## config.mk

```make
export PLATFORM = sky130hd
export DESIGN_NAME = rnd_victim_sel
export DESIGN_NICKNAME = d
export VERILOG_FILES = /design/src/rtl/rnd_victim_sel_pkg.sv /design/src/rtl/rnd_victim_sel_lfsr.sv /design/src/rtl/rnd_victim_sel.sv
export SDC_FILE = /design/constraint.sdc
export NUM_CORES = 1
export LEC_CHECK = 0
export ABC_AREA = 0
export ABC_CLOCK_PERIOD_IN_PS = 2900
export CAP_MARGIN = 20
export CELL_PAD_IN_SITES_DETAIL_PLACEMENT = 1
export CELL_PAD_IN_SITES_GLOBAL_PLACEMENT = 2
export CORE_ASPECT_RATIO = 1.4
export CORE_MARGIN = 2
export CORE_UTILIZATION = 31
export CTS_CLUSTER_DIAMETER = 150
export DETAILED_ROUTE_END_ITERATION = 10
export HOLD_SLACK_MARGIN = 0.15
export PLACE_DENSITY = 0.83
export SLEW_MARGIN = 20
export SYNTH_ARGS = -nofsm -noshare
export SYNTH_HDL_FRONTEND = slang
export SYNTH_HIERARCHICAL = 1
export SYNTH_SLANG_ARGS = --single-unit
```

## constraint.sdc

```tcl
create_clock -name clk -period 2.9 [get_ports clk]
set_clock_uncertainty 0.15 [all_clocks]
set_input_delay 0.29 -clock clk [delete_from_list [all_inputs] [get_ports clk]]
set_output_delay 0.29 -clock clk [all_outputs]
set_load 0.1 [all_outputs]
```

## src/rtl/rnd_victim_sel_pkg.sv

```systemverilog
// Shared types and default sizing for the random cache-victim selector.
package rnd_victim_sel_pkg;

   typedef enum logic {
      IDLE = 1'b0,
      WAIT = 1'b1
   } selState_e;

   localparam int DEF_WAYS     = 8;
   localparam int DEF_WAYS_LOG = 3;
   localparam int DEF_ID_W     = 4;
   localparam int DEF_MAX_WAIT = 15;

   localparam logic [15:0] DEF_INITVAL = 16'he45b;

endpackage

```

## src/rtl/rnd_victim_sel_lfsr.sv

```systemverilog
// Free-running 16-bit Fibonacci LFSR (x^16+x^14+x^13+x^11+1); OUT2 is the current state.
module LFSR16_1_16 #(
   parameter logic [15:0] INITVAL = 16'he45b
) (
   input  logic        clk,
   input  logic        rst,
   output logic [15:0] OUT2
);

   logic [15:0] state_q;
   logic [15:0] state_d;
   logic        feedback;

   // Maximal-length taps, so any non-zero seed never reaches the all-zero lockup state.
   always_comb begin
      feedback = state_q[15] ^ state_q[13] ^ state_q[12] ^ state_q[10];
      state_d  = {state_q[14:0], feedback};
   end

   always_ff @(posedge clk) begin
      if (rst) begin
         state_q <= INITVAL;
      end else begin
         state_q <= state_d;
      end
   end

   assign OUT2 = state_q;

endmodule

```

## src/rtl/rnd_victim_sel.sv

```systemverilog
// Cache victim selector: lowest free way first, else an LFSR-seeded rotating scan
// over unlocked ways; waits a bounded time for an unlock when every way is locked.
module rnd_victim_sel
   import rnd_victim_sel_pkg::*;
#(
   parameter int          WAYS     = DEF_WAYS,
   parameter int          WAYS_LOG = DEF_WAYS_LOG,
   parameter int          ID_W     = DEF_ID_W,
   parameter int          MAX_WAIT = DEF_MAX_WAIT,
   parameter logic [15:0] INITVAL  = DEF_INITVAL
) (
   input  logic                clk,
   input  logic                rst,
   input  logic                req_en,
   input  logic [ID_W-1:0]     req_id,
   input  logic [WAYS-1:0]     valid_mask,
   input  logic [WAYS-1:0]     lock_mask,
   input  logic                cancel,
   output logic                busy,
   output logic                vict_en,
   output logic [WAYS_LOG-1:0] vict_way,
   output logic [ID_W-1:0]     vict_id,
   output logic                vict_inv,
   output logic                vict_fail
);

   localparam logic [7:0] LAST_WAIT = 8'(MAX_WAIT - 1);

   selState_e           state_q, state_d;
   logic [7:0]          waitCnt_q, waitCnt_d;
   logic [WAYS-1:0]     validCap_q, validCap_d;
   logic [ID_W-1:0]     idCap_q, idCap_d;
   logic                victEn_q, victEn_d;
   logic [WAYS_LOG-1:0] victWay_q, victWay_d;
   logic [ID_W-1:0]     victId_q, victId_d;
   logic                victInv_q, victInv_d;
   logic                victFail_q, victFail_d;

   logic [15:0]         rnd;
   logic [WAYS_LOG-1:0] cand;
   logic [WAYS-1:0]     selValid;
   logic [WAYS-1:0]     freeMask;
   logic [WAYS_LOG-1:0] scanIdx;
   logic                pick;
   logic                pickInv;
   logic [WAYS_LOG-1:0] pickWay;
   logic                unusedRndBits;

   LFSR16_1_16 #(
      .INITVAL (INITVAL)
   ) uLfsr (
      .clk  (clk),
      .rst  (rst),
      .OUT2 (rnd)
   );

   assign cand          = rnd[WAYS_LOG-1:0];
   assign unusedRndBits = ^rnd[15:WAYS_LOG];

   // In IDLE the request's own valid bits are used; in WAIT the captured copy,
   // while lock bits are always live so an unlock can release a waiting request.
   always_comb begin
      selValid = (state_q == IDLE) ? valid_mask : validCap_q;
      freeMask = ~selValid & ~lock_mask;
      pick     = 1'b0;
      pickInv  = 1'b0;
      pickWay  = '0;
      scanIdx  = '0;
      if (|freeMask) begin
         pick    = 1'b1;
         pickInv = 1'b1;
         for (int w = WAYS - 1; w >= 0; w--) begin
            if (freeMask[w]) begin
               pickWay = WAYS_LOG'(w);
            end
         end
      end else if (!(&lock_mask)) begin
         pick = 1'b1;
         // Scanning downward lets the smallest offset from cand win; the
         // WAYS_LOG-bit add wraps modulo WAYS since WAYS is a power of two.
         for (int k = WAYS - 1; k >= 0; k--) begin
            scanIdx = cand + WAYS_LOG'(k);
            if (!lock_mask[scanIdx]) begin
               pickWay = scanIdx;
            end
         end
      end
   end

   always_comb begin
      state_d    = state_q;
      waitCnt_d  = waitCnt_q;
      validCap_d = validCap_q;
      idCap_d    = idCap_q;
      victEn_d   = 1'b0;
      victInv_d  = 1'b0;
      victFail_d = 1'b0;
      victWay_d  = victWay_q;
      victId_d   = victId_q;
      unique case (state_q)
         IDLE: begin
            if (req_en) begin
               validCap_d = valid_mask;
               idCap_d    = req_id;
               if (pick) begin
                  victEn_d  = 1'b1;
                  victWay_d = pickWay;
                  victInv_d = pickInv;
                  victId_d  = req_id;
               end else begin
                  state_d   = WAIT;
                  waitCnt_d = 8'd0;
               end
            end
         end
         WAIT: begin
            // Cancel wins even when an unlock would have produced a pick this cycle.
            if (cancel) begin
               state_d   = IDLE;
               waitCnt_d = 8'd0;
            end else if (pick) begin
               state_d   = IDLE;
               waitCnt_d = 8'd0;
               victEn_d  = 1'b1;
               victWay_d = pickWay;
               victInv_d = pickInv;
               victId_d  = idCap_q;
            end else if (waitCnt_q == LAST_WAIT) begin
               state_d    = IDLE;
               waitCnt_d  = 8'd0;
               victEn_d   = 1'b1;
               victFail_d = 1'b1;
               victWay_d  = '0;
               victId_d   = idCap_q;
            end else begin
               waitCnt_d = waitCnt_q + 8'd1;
            end
         end
         default: begin
            state_d = IDLE;
         end
      endcase
   end

   always_ff @(posedge clk) begin
      if (rst) begin
         state_q    <= IDLE;
         waitCnt_q  <= 8'd0;
         validCap_q <= '0;
         idCap_q    <= '0;
         victEn_q   <= 1'b0;
         victWay_q  <= '0;
         victId_q   <= '0;
         victInv_q  <= 1'b0;
         victFail_q <= 1'b0;
      end else begin
         state_q    <= state_d;
         waitCnt_q  <= waitCnt_d;
         validCap_q <= validCap_d;
         idCap_q    <= idCap_d;
         victEn_q   <= victEn_d;
         victWay_q  <= victWay_d;
         victId_q   <= victId_d;
         victInv_q  <= victInv_d;
         victFail_q <= victFail_d;
      end
   end

   assign busy      = (state_q == WAIT);
   assign vict_en   = victEn_q;
   assign vict_way  = victWay_q;
   assign vict_id   = victId_q;
   assign vict_inv  = victInv_q;
   assign vict_fail = victFail_q;

endmodule
```

==> results.toml <==
[routing]
ant_nets = 0
drt_iter0_markers = 90
routed-via-count = 2467
drc = 0
routed_wl_microns = 7580
routed_via_density = 5.40
wl_per_cell_microns = 16.6
dr.pass1.iters = 4

[timing]
drv_slew = 0
maxSlewHeadroom = 0.554
fmax_ghz = 0.367
finalSetupViolations = 0
finalSetupTns_ns = 0
worst_slack_ns = 0.176
hold_viol = 0
worst_slew_pin_slew_ns = 0.668
min_period_ns = 2.72
min_period_over_period = 0.939
rsz0062_at_grt = "false"

[die]
rows = 41
fp.coreArea_sq_um = 8930
dieHeight_microns = 116
chipWidth_microns = 84.3
ios = 35
initial_core_util = 0.314
die_area_sq_um = 9820

[synthesis]
synth.distinct_cells = 52
synth_edf_count = 0
yosysSeqAreaShare = 0.336
netlist_area_sq_um = 2800
yosysTopAreaCell = "dfxtp_1"
synthFlopType = "dfxtp_1"
ys_seq_elements = 47
async_flop_share = 0
syn_avg_cell_area_sq_um = 8.92
yosysWarnings = 6
yosys.area.top_type_share = 0.336
synth_cells = 314
synth_nets = 342
synthTopCellsByArea = "dfxtp_1 34%, mux4_2 9.6%, mux2i_1 5.4%"

[clock_tree]
cts_tree = "done"
cts_resized = 0
post-cts-setup-buffers = 0
htreeDepth = 2
insertion_delay_ns = 0.29
clock_path_buffers = 2
root_buffer = "clkbuf_16"
cts_hold_repair.buffers = 0
cts_made_buffers = 5
cts_sinks = 47
cts.clk_slew.worst_paths_ns = 0.07

[critical_path]
cp-start-kind = "register"
timing_worst_setup_path_type = "reg2reg"
critical_path_arrival_ns = 2.78
crit_required_ns = 2.95
critical_path.max_fanout = 7
reg2reg_depth = 8
worstSetupEndpointType = "register"

[placement]
gp_congestion = 0.827
place_ws_ns = 0.0653
place_area_sq_um = 3240
dp_hpwl_microns = 5580
io_buffers = 34

[cells_and_area]
antenna_cells = 0
drive_gt1_frac = 0.163
syn_to_final_growth_pct = 22.5
fin_area_sq_um = 3430
nets = 377

[global_route]
grt_max_degree = 25
gr-total-overflow = 0
antenna_found_initial = 0
grt_pass1_vias = 2525
grt_pass1_wl_microns = 12500
track_usage = 0.159

[pwr]
peakVddDrop_uv = 386
finalPower_mw = 1.97
leakage_nw = 1.35
power.density_nw_per_um2 = 576

[hold_path]
whs_path_depth = 1
hp-class = "reg2reg"

[outcome]
outcome = "finished clean"

[run]
max_cap_violations = 0
[critical path, stage by stage, from the launching register on]
cell      delay (ns)
dfxtp_1         0.33
inv_1           0.12
ha_1            0.44
inv_1           0.21
mux4_2          0.53
mux2i_1         0.32
o21bai_1        0.17
a211oi_1        0.11
o32ai_1         0.26
[report_power, final]
group	switching, mW	internal (mW)	leakage, nW
combinational	0.308	0.219	0.871
sequential	0.0186	0.679	0.387
clock	0.256	0.494	0.0900
total	0.583	1.39	1.35
[area by class of cell]
class	instances	area (sq um)
well taps	107	134
inverters	11	41.3
multi-input cells	236	1700
repair buffers	48	418
fillers	1055	5500
clock buffers	5	125
clock inverters	3	67.6
flip-flops and latches	47	941
[layer usage]
| metal | vias to the layer above | track usage | wire length [microns] |
|---|---|---|---|
| met5 | - | 0 | 0 |
| met4 | 0 | 0.0815 | 177 |
| met3 | 13 | 0.0233 | 213 |
| met2 | 52 | 0.283 | 3950 |
| met1 | 1206 | 0.187 | 3230 |
| li1 | 1196 | - | - |
[Yosys cell counts (2+ instances only)]
cell type,count
a32oi_1,2
nor2b_1,2
nand3_1,3
a21oi_1,29
mux2_2,6
clkbuf_1,8
inv_1,11
o22ai_1,4
xnor2_1,4
xor2_1,2
and3_1,6
o211ai_1,2
buf_2,4
o21ai_1,2
o21ai_0,10
mux4_2,12
clkbuf_2,4
nand4b_1,4
or2_2,2
and2_1,3
or2_1,7
nand2_1,39
nor3_1,2
ha_1,4
nand4_1,2
buf_6,2
a22oi_1,3
a31oi_1,2
mux4_1,2
a211oi_1,7
dfxtp_1,47
o21bai_1,2
or3_1,3
and2b_1,6
o22a_1,3
nor2_1,30
mux2i_1,15
nand2b_1,4
[placed cells by master, fill, tap and decap left out, types with 3 or more instances in the layout]
master,instances
and2b_1,6
or3_1,3
dfxtp_1,47
a211oi_1,7
or2_1,7
o22a_1,3
xnor2_1,4
nor2_1,30
a22oi_1,3
clkbuf_16,5
nand2_1,39
ha_1,4
mux4_2,12
mux2_2,6
nand4b_1,4
nand2b_1,4
clkdlybuf4s50_1,23
nand3_1,3
and2_1,3
buf_4,25
o21ai_0,10
o22ai_1,4
inv_1,11
mux2i_1,15
and3_1,6
a21oi_1,29
[sequential cells by signal, summed over array words and instances (netlist names)]
name / flops
vict_inv: 1
uLfsr/OUT2: 16
waitCnt_q: 8
vict_en: 1
busy: 1
idCap_q: 4
vict_fail: 1
vict_id: 4
validCap_q: 8
vict_way: 3
[per-stage QoR]
step                      cells   util  hold slack [ns]
after floorplan             314      -            0.224
after global placement      449  0.363            0.239
after detailed placement    449  0.363            0.246
after CTS                   457  0.384            0.265
after global routing        457  0.384            0.280
final                       457  0.384            0.258
[cells by family (layout without fill, tap and decap cells)]
logic type | after synthesis | in the layout | synth area share
buffers and inverters | 31 | 67 | 0.0558
multiplexers | 36 | 36 | 0.198
AO/OA/AOI/OAI | 73 | 73 | 0.163
flip-flops | 47 | 47 | 0.336
adder cells (fa/ha/maj) | 4 | 4 | 0.0179
AND/OR/NAND/NOR | 117 | 117 | 0.211
XOR/XNOR | 6 | 6 | 0.0188
[worst paths after layout]
kind,start,to,slack [ns]
max,uLfsr/OUT2[1]$_SDFF_PP1_,vict_way[0]$_SDFFE_PP0P_,0.18
min,uLfsr/OUT2[9]$_SDFF_PP0_,uLfsr/OUT2[10]$_SDFF_PP1_,0.26
max reg2reg,uLfsr/OUT2[1]$_SDFF_PP1_,vict_way[0]$_SDFFE_PP0P_,0.18
min reg2reg,uLfsr/OUT2[9]$_SDFF_PP0_,uLfsr/OUT2[10]$_SDFF_PP1_,0.26
Power figures use the tool's default switching activity.
==> patch 1: new RTL, config.mk and constraints unchanged <==
`DEF_WAYS`: 8 -> 12.
--- a/src/rtl/rnd_victim_sel_pkg.sv
+++ b/src/rtl/rnd_victim_sel_pkg.sv
@@ -6,7 +6,7 @@
       WAIT = 1'b1
    } selState_e;
 
-   localparam int DEF_WAYS     = 8;
+   localparam int DEF_WAYS     = 12;
    localparam int DEF_WAYS_LOG = 3;
    localparam int DEF_ID_W     = 4;
    localparam int DEF_MAX_WAIT = 15;
Interface: changed (resized lock_mask and valid_mask); port bits go from 35 to 43. No check against the original RTL was run, so the function may have changed too.
==> patch 1 against the unedited design <==
Global-route usage up 1.8 points. Hold slack better by 6.2 ps. Power down 3.2%. Sequential power is 8.2% higher. Cell area grew 7.6%. Routed wire length is 15% higher. Synthesized cell count rose by 11%. Worst setup slack gained 70 ps. Sequential cell count rose by 4. Non-clock buffer count is 12 higher. Die area increased by 6.3%. Synthesized area grew 6.6%. Critical endpoint is now vict_way[2]. Largest cell class unchanged.
==> patch 1: results <==
export IMPL_crit_path_max_incr_delay_ps=450
export IMPL_grt_pass1_vias=2942
export IMPL_portBuffers=42
export IMPL_synthArstFlopShare_pct=0
export IMPL_synth_compound_area_share_pct=18.85
export IMPL_antenna_found_initial=0
export IMPL_ir_drop_mv=0.3381
export IMPL_period_minus_slack_ps=2653
export IMPL_htree_levels=2
export IMPL_p_leak_nw=1.426
export IMPL_drtPass1Iterations=4
export IMPL_yosysUniqueCellTypes=55
export IMPL_place_congestion=0.8988
export IMPL_place_area_mm2=0.003541
export IMPL_min_path_type="flop to flop"
export IMPL_clockBufferDepth=2
export IMPL_synth_mux_area_share_pct=13.53
export IMPL_cts_setup_buffers=0
export IMPL_clk_pin_slew_ps=70
export IMPL_status="completed"
export IMPL_yosysSeqAreaShare_pct=34.19
export IMPL_synth_xor_area_share_pct=2.304
export IMPL_largest_reg_flops=16
export IMPL_routed_wl_um=8682
export IMPL_cpMaxStageDelayCell="ha_1"
export IMPL_slew_headroom_pct=50.78
export IMPL_cts_buffers=5
export IMPL_nets=432
export IMPL_synth_main_ff_cell="dfxtp_1"
export IMPL_ys_warn_count=6
export IMPL_synth_area_top_cells="dfxtp_1 34%, a21oi_1 6.7%, nand2_1 4.9%"
export IMPL_crit_arrival_ps=2660
export IMPL_synthAdderAreaFrac_pct=1.676
export IMPL_postCtsResizedCells=0
export IMPL_path_max_fanout=7
export IMPL_clk_latency_ps=290
export IMPL_antenna_diode_count=0
export IMPL_dr_first_iter_drc_count=119
export IMPL_grt_max_degree=37
export IMPL_vias_per_cell=5.410
export IMPL_hpwlAfterDp_um=6696
export IMPL_drive_gt1_share_pct=15.37
export IMPL_synthTopCellsByCount="51 x dfxtp_1, 40 x a21oi_1, 39 x nand2_1"
export IMPL_cp_top_family="compound AO/OA/AOI/OAI gates"
export IMPL_syn_nets=385
export IMPL_grt_usage_pct=17.71
export IMPL_grt_pass1_wl_um=14700
export IMPL_cts_root_buf="clkbuf_16"
[patch 1: cell count changes in the layout (fill, tap and decap cells not counted), moves of 4 or more]
cell             unedited run  this run
o21a_1                      0         4
clkdlybuf4s50_1            23        30
nor3_1                      2         7
mux2i_1                    15         7
a211oi_1                    7        11
nor2_1                     30        35
nor2b_1                     2        11
a21oi_1                    29        40
buf_4                      25        29
mux4_2                     12         5
nor4_1                      1         5
dfxtp_1                    47        51
[patch 1: worst paths after layout]
kind	cells after the start	start	slack, ps	to
hold / removal	1	uLfsr/OUT2[14]	260	uLfsr/OUT2[15]
setup / recovery	8	uLfsr/OUT2[1]	250	vict_way[2]
setup reg to reg	8	uLfsr/OUT2[1]	250	vict_way[2]
hold reg to reg	1	uLfsr/OUT2[14]	260	uLfsr/OUT2[15]
[patch 1: logic make-up after synthesis]
| kind of cell | Yosys count |
|---|---|
| buffers and inverters | 28 |
| XOR/XNOR | 7 |
| adder cells (fa/ha/maj) | 4 |
| AND/OR/NAND/NOR | 145 |
| AO/OA/AOI/OAI | 89 |
| flip-flops | 51 |
| multiplexers | 25 |
[patch 1: final cells by class]
type,count,area (µm²)
Inverter,8,30.03
Tap cell,110,137.6
Fill cell,1127,5715
Clock inverter,3,25.02
Sequential cell,51,1021
Timing Repair Buffer,60,523.0
Multi-Input combinational cell,270,1829
Clock buffer,5,125.1
[patch 1: power breakdown]
part | switching, mW | internal, mW | total, mW
Combinational | 0.320 | 0.244 | 0.564
Clock | 0.271 | 0.323 | 0.594
Sequential | 0.0200 | 0.734 | 0.754
Total | 0.611 | 1.30 | 1.91
[patch 1: metrics by stage]
stage	setup WS (ps)	std cells
6_report	246.6	507
3_5_place_dp	123.5	499
3_3_place_gp	160.6	499
4_1_cts	241.6	507
5_1_grt	121.2	507
2_1_floorplan	52.43	349
[patch 1: layer usage]
layer | global-route usage (%) | wire [µm] | vias up
li1 | - | - | 1345
met1 | 20.20 | 3648 | 1340
met2 | 32.78 | 4616 | 48
met3 | 2.820 | 273 | 10
met4 | 5.566 | 144 | 0
met5 | 0 | 0 | -
==> patch 2: new RTL, config.mk and constraints unchanged <==
Without the edit above. Add an input register stage for `req_en`, `req_id`, `valid_mask`, `lock_mask` and `cancel`; this delays them by one clock.
--- a/src/rtl/rnd_victim_sel.sv
+++ b/src/rtl/rnd_victim_sel.sv
@@ -25,6 +25,20 @@
 );
 
    localparam logic [7:0] LAST_WAIT = 8'(MAX_WAIT - 1);
+
+   logic req_en_q;
+   logic [ID_W-1:0] req_id_q;
+   logic [WAYS-1:0] valid_mask_q;
+   logic [WAYS-1:0] lock_mask_q;
+   logic cancel_q;
+
+   always_ff @(posedge clk) begin
+      req_en_q     <= req_en;
+      req_id_q     <= req_id;
+      valid_mask_q <= valid_mask;
+      lock_mask_q  <= lock_mask;
+      cancel_q     <= cancel;
+   end
 
    selState_e           state_q, state_d;
    logic [7:0]          waitCnt_q, waitCnt_d;
@@ -60,8 +74,8 @@
    // In IDLE the request's own valid bits are used; in WAIT the captured copy,
    // while lock bits are always live so an unlock can release a waiting request.
    always_comb begin
-      selValid = (state_q == IDLE) ? valid_mask : validCap_q;
-      freeMask = ~selValid & ~lock_mask;
+      selValid = (state_q == IDLE) ? valid_mask_q : validCap_q;
+      freeMask = ~selValid & ~lock_mask_q;
       pick     = 1'b0;
       pickInv  = 1'b0;
       pickWay  = '0;
@@ -74,13 +88,13 @@
                pickWay = WAYS_LOG'(w);
             end
          end
-      end else if (!(&lock_mask)) begin
+      end else if (!(&lock_mask_q)) begin
          pick = 1'b1;
          // Scanning downward lets the smallest offset from cand win; the
          // WAYS_LOG-bit add wraps modulo WAYS since WAYS is a power of two.
          for (int k = WAYS - 1; k >= 0; k--) begin
             scanIdx = cand + WAYS_LOG'(k);
-            if (!lock_mask[scanIdx]) begin
+            if (!lock_mask_q[scanIdx]) begin
                pickWay = scanIdx;
             end
          end
@@ -99,14 +113,14 @@
       victId_d   = victId_q;
       unique case (state_q)
          IDLE: begin
-            if (req_en) begin
-               validCap_d = valid_mask;
-               idCap_d    = req_id;
+            if (req_en_q) begin
+               validCap_d = valid_mask_q;
+               idCap_d    = req_id_q;
                if (pick) begin
                   victEn_d  = 1'b1;
                   victWay_d = pickWay;
                   victInv_d = pickInv;
-                  victId_d  = req_id;
+                  victId_d  = req_id_q;
                end else begin
                   state_d   = WAIT;
                   waitCnt_d = 8'd0;
@@ -115,7 +129,7 @@
          end
          WAIT: begin
             // Cancel wins even when an unlock would have produced a pick this cycle.
-            if (cancel) begin
+            if (cancel_q) begin
                state_d   = IDLE;
                waitCnt_d = 8'd0;
             end else if (pick) begin
Formal check against the unedited RTL: not equivalent (a bounded check fails within 4 cycles, from zero or initial values and one cycle with rst high).
==> patch 2 against the unedited design <==
First-iteration DRC count is 10% lower. Worst setup slack better by 88 ps. Synthesized cell count is 5.1% higher. Cell area is 16% higher. Routed wire length is 8.1% higher. Combinational power is 1% lower. Non-clock buffer count is 5 lower. Critical path depth is 2 lower. Power is 37% higher. Synthesized area is 15% higher. Sequential cell count is 22 higher. Cell count is 12% higher. Highest routed layer unchanged.
==> patch 2: results <==
export IMPL_vias=2617
export IMPL_yosysUniqueCellTypes=61
export IMPL_grt_pass1_wl_um=13770
export IMPL_dr_first_iter_drc_count=81
export IMPL_synth_cells=330
export IMPL_synthAdderAreaFrac_pct=1.558
export IMPL_wl_per_cell_um=16.03
export IMPL_syn_nets=358
export IMPL_pg_clk_mw=1.15
export IMPL_yosysSeqAreaShare_pct=43.01
export IMPL_antenna_found_initial=0
export IMPL_synth_area_top_cells="dfxtp_1 43%, mux4_2 5.6%, a21oi_1 4.5%"
export IMPL_regToRegStartpoint="busy"
export IMPL_cp_top_family="compound AO/OA/AOI/OAI gates"
export IMPL_place_congestion=0.8658
export IMPL_ir_drop_mv=0.3029
export IMPL_clk_latency_ps=330
export IMPL_status="completed"
export IMPL_reg2reg_depth=6
export IMPL_whs_ps=249.7
export IMPL_synth_xor_area_share_pct=1.597
export IMPL_r2r_slack_ps=260
export IMPL_hpwlAfterDp_um=6043
export IMPL_crit_path_max_incr_delay_ps=860
export IMPL_p_per_area_mw_per_mm2=678.5
export IMPL_hold_start="valid_mask[2]"
export IMPL_p_sw_mw=0.7452
export IMPL_met2_length_um=4338
export IMPL_crit_arrival_ps=2760
export IMPL_nets=397
export IMPL_place_area_mm2=0.003680
export IMPL_hold_end="valid_mask_q[2]"
export IMPL_cts_buffers=9
export IMPL_path_max_fanout=19
export IMPL_drive_gt1_share_pct=18.23
export IMPL_grt_usage_pct=15.39
export IMPL_met3_wirelength_um=222
export IMPL_synthTopCellsByCount="69 x dfxtp_1, 32 x nand2_1, 29 x a21oi_1"
export IMPL_grt_util_met2_pct=27.07
export IMPL_vias_per_cell=5.121
export IMPL_p_leak_nw=1.532
export IMPL_post_place_ws_ps=250.8
export IMPL_tightest_slew_ps=841.8
export IMPL_htree_levels=3
export IMPL_fmax_mhz=379.4
export IMPL_antenna_diode_count=0
export IMPL_met1_usage_pct=17.72
export IMPL_synth_compound_area_share_pct=16.60
export IMPL_combinationalPower_mw=0.521
export IMPL_grtUsageMet3_pct=3.509
export IMPL_placed_cells=496
export IMPL_grt_max_degree=45
export IMPL_fillerInstances=1208
export IMPL_min_path_type="input port to flop"
export IMPL_wl_met1_um=3407
[patch 2: changes by cell type after synthesis, moves of 6 or more]
cell	delta
dfxtp_1	+22
nand2_1	-7
nor2_1	-6
nor2b_1	+6
o21ai_0	+6
[patch 2: layout make-up]
class,instances,area (µm²),area share [%]
flip-flops and latches,69,1381,34.59
clock buffers,9,225.2,5.639
clock inverters,6,88.84,2.224
repair buffers,43,380.4,9.524
well taps,138,172.7,4.323
inverters,10,37.54,0.9398
multi-input cells,236,1708,42.76
[patch 2: cell families (layout without fill, tap and decap cells)]
| family | count (synthesis) | after routing |
|---|---|---|
| buffers and inverters | 25 | 68 |
| adders and majority gates | 4 | 4 |
| DFF | 69 | 69 |
| and+or+nand+nor | 113 | 113 |
| AOI/OAI and AO/OA | 81 | 81 |
| xor gates and xnor gates | 5 | 5 |
| muxes | 33 | 33 |
